File: src/rtl/disp_scan_pkg.sv
// Shared display definitions: letter codes for the segment decoder and the
// scanner state encoding.
package disp_scan_pkg;

    typedef logic [3:0] code_t;

    localparam code_t CODE_BLANK = 4'b0000;
    localparam code_t CODE_A     = 4'b0001;
    localparam code_t CODE_B     = 4'b0010;
    localparam code_t CODE_C     = 4'b0011;
    localparam code_t CODE_D     = 4'b0100;
    localparam code_t CODE_E     = 4'b0101;
    localparam code_t CODE_F     = 4'b0110;
    localparam code_t CODE_G     = 4'b0111;

    typedef enum logic [0:0] {
        ST_BLANK = 1'b0,
        ST_SHOW  = 1'b1
    } state_t;

endpackage

File: src/rtl/disp_scan_timer.sv
// Slot counter shared by the lit and blanking phases: counts 0..i_limit,
// flags the terminal count and wraps back to zero on the following edge.
module scan_timer #(
    parameter int W = 16
) (
    input  logic         i_clk,
    input  logic         i_rst_n,
    input  logic [W-1:0] i_limit,
    output logic         o_tc
);

    logic [W-1:0] r_cnt;

    assign o_tc = (r_cnt == i_limit);

    always_ff @(posedge i_clk) begin
        if (!i_rst_n) begin
            r_cnt <= '0;
        end else if (o_tc) begin
            r_cnt <= '0;
        end else begin
            r_cnt <= r_cnt + W'(1);
        end
    end

endmodule

File: src/rtl/disp_scan.sv
// Four-digit multiplexed 7-segment scanner with a dark interval between
// digits; every output is registered from next-cycle state.
module disp_scan
    import disp_scan_pkg::*;
#(
    parameter int CLK_DIV = 50000,
    parameter int DEAD    = 500
) (
    input  logic       i_clk,
    input  logic       i_rst_n,
    input  logic       i_wr_en,
    input  logic [1:0] i_wr_addr,
    input  code_t      i_wr_data,
    input  logic [3:0] i_en_mask,
    output code_t      o_code,
    output logic [3:0] o_digit_n,
    output logic       o_frame
);

    localparam int CMAX = (CLK_DIV > DEAD) ? CLK_DIV : DEAD;
    localparam int CW   = (CMAX > 1) ? $clog2(CMAX) : 1;
    localparam logic [CW-1:0] LIM_SHOW  = CW'(CLK_DIV - 1);
    localparam logic [CW-1:0] LIM_BLANK = CW'(DEAD - 1);

    state_t      r_state;
    state_t      w_state_next;
    logic [1:0]  r_idx;
    logic [1:0]  w_idx_next;
    logic        w_wrap;
    logic        w_tc;
    logic [CW-1:0] w_limit;
    logic [3:0]  w_digit_n_next;
    logic [3:0]  w_dig_we;
    code_t       r_dig [4];
    code_t       r_code;
    logic [3:0]  r_digit_n;
    logic        r_frame;

    assign w_limit = (r_state == ST_SHOW) ? LIM_SHOW : LIM_BLANK;

    scan_timer #(
        .W(CW)
    ) u_timer (
        .i_clk   (i_clk),
        .i_rst_n (i_rst_n),
        .i_limit (w_limit),
        .o_tc    (w_tc)
    );

    genvar gi;
    generate
        for (gi = 0; gi < 4; gi++) begin : g_we
            assign w_dig_we[gi] = i_wr_en && (i_wr_addr == 2'(gi));
        end
    endgenerate

    always_ff @(posedge i_clk) begin
        for (int i = 0; i < 4; i++) begin
            if (!i_rst_n) begin
                r_dig[i] <= CODE_BLANK;
            end else if (w_dig_we[i]) begin
                r_dig[i] <= i_wr_data;
            end
        end
    end

    always_comb begin
        w_state_next = r_state;
        w_idx_next   = r_idx;
        w_wrap       = 1'b0;
        if (w_tc) begin
            if (r_state == ST_BLANK) begin
                w_state_next = ST_SHOW;
            end else begin
                w_state_next = ST_BLANK;
                w_idx_next   = r_idx + 2'd1;
                w_wrap       = (r_idx == 2'd3);
            end
        end
        // Select pattern follows the upcoming state so the output register lines up.
        w_digit_n_next = 4'b1111;
        if (w_state_next == ST_SHOW) begin
            w_digit_n_next[w_idx_next] = ~i_en_mask[w_idx_next];
        end
    end

    always_ff @(posedge i_clk) begin
        if (!i_rst_n) begin
            r_state   <= ST_BLANK;
            r_idx     <= 2'd0;
            r_code    <= CODE_BLANK;
            r_digit_n <= 4'b1111;
            r_frame   <= 1'b0;
        end else begin
            r_state   <= w_state_next;
            r_idx     <= w_idx_next;
            r_code    <= r_dig[w_idx_next];
            r_digit_n <= w_digit_n_next;
            r_frame   <= w_wrap;
        end
    end

    assign o_code    = r_code;
    assign o_digit_n = r_digit_n;
    assign o_frame   = r_frame;

endmodule

File: config.mk
export PLATFORM = sky130hd
export DESIGN_NAME = disp_scan
export DESIGN_NICKNAME = d
export VERILOG_FILES = /design/src/rtl/disp_scan_pkg.sv /design/src/rtl/disp_scan_timer.sv /design/src/rtl/disp_scan.sv
export SDC_FILE = /design/constraint.sdc
export NUM_CORES = 1
export LEC_CHECK = 0
export ABC_AREA = 1
export CORE_UTILIZATION = 50
export DETAILED_ROUTE_END_ITERATION = 8
export PLACE_DENSITY = 0.75
export SLEW_MARGIN = 20
export SYNTH_ARGS = -nofsm -noshare
export SYNTH_HDL_FRONTEND = slang
export SYNTH_SLANG_ARGS = --single-unit
File: constraint.sdc
create_clock -name i_clk -period 1.7 [get_ports i_clk]
set_input_delay 0.34 -clock i_clk [delete_from_list [all_inputs] [get_ports i_clk]]
set_output_delay 0.34 -clock i_clk [all_outputs]
set_load 0.01 [all_outputs]
==> flow_metrics.env <==
export IMPL_yosys_top_cells_count="nand2_1, nor2_1, dfxtp_1"
export IMPL_coreArea_sq_um=4000
export IMPL_final_antenna_net_count=0
export IMPL_htreeDepth=2
export IMPL_power_frac_clock_pct=37.7
export IMPL_endpoint_kind="flop"
export IMPL_cts_root_buf="clkbuf_8"
export IMPL_grt_pass1_vias=1406
export IMPL_r2r_start="u_timer.r_cnt[12]"
export IMPL_max_slew_margin_pct=81.7
export IMPL_drt_total_wl_mm=3.63
export IMPL_route_detailed_drc=0
export IMPL_antenna_cells=0
export IMPL_regArea_sq_um=1050
export IMPL_start_util_pct=51.8
export IMPL_required_ns=1.89
export IMPL_setup_viol=0
export IMPL_yosys_area_share_xor_xnor_pct=2.11
export IMPL_grt_overflow=0
export IMPL_max_freq_mhz=635
export IMPL_swShare_pct=21.2
export IMPL_synth_top_family_by_area="simple AND/OR/NAND/NOR gates"
export IMPL_startpoint="u_timer.r_cnt[12]"
export IMPL_fill_cells=342
export IMPL_cts_tree="built"
export IMPL_fin_setup_tns_ns=0
export IMPL_path_max_fanout=6
export IMPL_postSynthAreaPerCell_sq_um=8.35
export IMPL_dieArea_sq_um=4400
export IMPL_final_period_utilization_pct=92.6
export IMPL_arrival_ns=1.76
export IMPL_rsz0062_at_grt="true"
export IMPL_ir_drop_v=0.000555
export IMPL_switchingPower_uw=440
export IMPL_fp_row_count=23
export IMPL_grt_total_usage_pct=18.6
export IMPL_synth_top_area_share_pct=27.1
export IMPL_synth_fp_nets=263
export IMPL_drtIter0Drc=108
export IMPL_synth_seq_area_share_pct=50.3
export IMPL_gp_congestion=0.847
export IMPL_synth_cells=248
export IMPL_clk_latency_ns=0.30
export IMPL_power_density_nw_per_um2=808
export IMPL_cts_buffer_depth=2
export IMPL_finalHoldViolCount=0
export IMPL_multi_input_area_sq_um=950
export IMPL_first_pass_iters=4
export IMPL_port_buffers=21
export IMPL_synth_most_common_cell="nand2_1"
export IMPL_status="finished clean"
export IMPL_chipWidth_microns=66.4
export IMPL_maxCapViolations=0
export IMPL_p_seq_share_pct=55.3
export IMPL_hold_path_class="reg -> reg"
export IMPL_p_int_mw=1.64
export IMPL_synth_mux_area_share_pct=0
export IMPL_ys_types=29
export IMPL_setup_worst_path_class="reg -> reg"
export IMPL_power_frac_comb_pct=7.0
export IMPL_synth_seq_cells=44
export IMPL_synth_compound_area_share_pct=4.41
export IMPL_vias=1678
export IMPL_ys_flop_type="dfxtp_1"
export IMPL_grt_max_degree=15
export IMPL_yosys_area_share_adder_pct=1.21
export IMPL_viasPerCell=5.02
export IMPL_worst_pin_slew_ns=0.272
export IMPL_dp_hpwl_mm=2.76
export IMPL_io_pins=22
export IMPL_drive_gt1_share_pct=21.5
export IMPL_syn_area_sq_um=2070
export IMPL_cts_sinks=44
export IMPL_yosys_area_share_simple_pct=35.0
export IMPL_cts_clk_slew_worst_paths_ns=0.08
export IMPL_hp_start="u_timer.r_cnt[4]"
export IMPL_areaGrowthSynthToFinish_pct=24.2
export IMPL_slew_violations=0
export IMPL_crit_path_start_kind="flop"
export IMPL_die_h_microns=66.4
export IMPL_synth_area_leaders="dfxtp_1, edfxtp_1, nand2_1"
export IMPL_async_flop_share_pct=0
export IMPL_yosys_warnings=0
export IMPL_clock_skew_ns=0.00553
export IMPL_nNetsFinal=298
export IMPL_synth_edf_count=16
export IMPL_period_minus_slack_ns=1.57
export IMPL_detail_route_wl_per_cell_microns=10.9
export IMPL_p_leak_nw=0.965
export IMPL_hold_slack_ns=0.514
export IMPL_grt_pass1_wl_mm=5.95
export IMPL_synth_area_leader_cell="dfxtp_1"
export IMPL_grt_antenna_before_repair=0
export IMPL_cts_buffers=5
## metrics by stage
| stage | power, mW | instances | instance area, sq um | setup slack, ns | utilization (%) |
|---|---|---|---|---|---|
| floorplan | 1.24 | 248 | 2070 | 0.0779 | - |
| global placement | 1.31 | 324 | 2370 | 0.0751 | 59.4 |
| detailed placement | 1.32 | 324 | 2370 | 0.0234 | 59.4 |
| CTS | 2.10 | 332 | 2490 | 0.0450 | 62.4 |
| global route | 2.17 | 334 | 2570 | 0.00256 | 64.3 |
| finish | 2.08 | 334 | 2570 | 0.125 | 64.3 |
## cells by family after synthesis
logic type / Yosys count
AOI/OAI and AO/OA: 16
and+or+nand+nor: 149
adders and majority gates: 2
DFF: 44
xor gates and xnor gates: 5
buffers and inverters: 32
## flip-flops by register name (all words and copies together) (netlist names)
signal and flops:
r_state 1, u_timer.r_cnt 16, r_dig 16, r_idx 2, o_digit_n 4, o_code 4
o_frame 1
## power by group through the flow
stage,Clock (mW),Sequential [mW],Combinational [mW]
5_1_grt,0.853,1.15,0.162
4_1_cts,0.806,1.15,0.143
3_5_place_dp,0,1.17,0.142
6_report,0.783,1.15,0.145
2_1_floorplan,0,1.17,0.0715
3_3_place_gp,0,1.17,0.140
## final cells by class
class	count	share of cell area, %
sequential	44	41.0
multi-input combinational	173	36.9
inverter	27	3.94
timing repair buffer	32	11.4
tap	50	2.43
clock inverter	3	1.65
clock buffer	5	2.68
## routing by layer
metal,wire (microns),vias up,GRT usage [%]
met1,1740,757,23.2
met5,0,-,0
met3,152,9,5.52
met4,80,0,9.31
li1,-,878,-
met2,1660,34,29.0
## placed cells by master, fill, tap and decap left out, drive strengths merged, types with 4 or more instances in the layout
master and n:
xor2 4, nand2 60, nor2 49, clkdlybuf4s50 21, nor3 6, edfxtp 16, buf 11, clkbuf 5
nand3 18, nand4 12, inv 27, dfxtp 28, a21oi 12
## critical path, stage by stage, from the launching register on
cell     delay, ns
dfxtp_1       0.35
nor2_1        0.18
nand2_1       0.10
nor2_2        0.16
nand4_4       0.17
nand2_1       0.16
o21ai_4       0.08
buf_4         0.15
nand2_1       0.06
a21oi_1       0.06
## timing repair
action / in CTS / in global routing
gates cloned: 0 / 1
buffers inserted: 0 / 1
hold buffers: 0 / 0
gates resized for setup: 2 / 20
pin swaps: 0 / 6
endpoints found under the setup margin: 2 / 14
## final timing paths
check,slack (ns),cells after the start,endpoint
max,0.13,9,o_code[2]
min,0.51,2,u_timer.r_cnt[4]
max reg2reg,0.13,9,o_code[2]
min reg2reg,0.51,2,u_timer.r_cnt[4]
No activity file was read; power rests on OpenSTA's default activity.
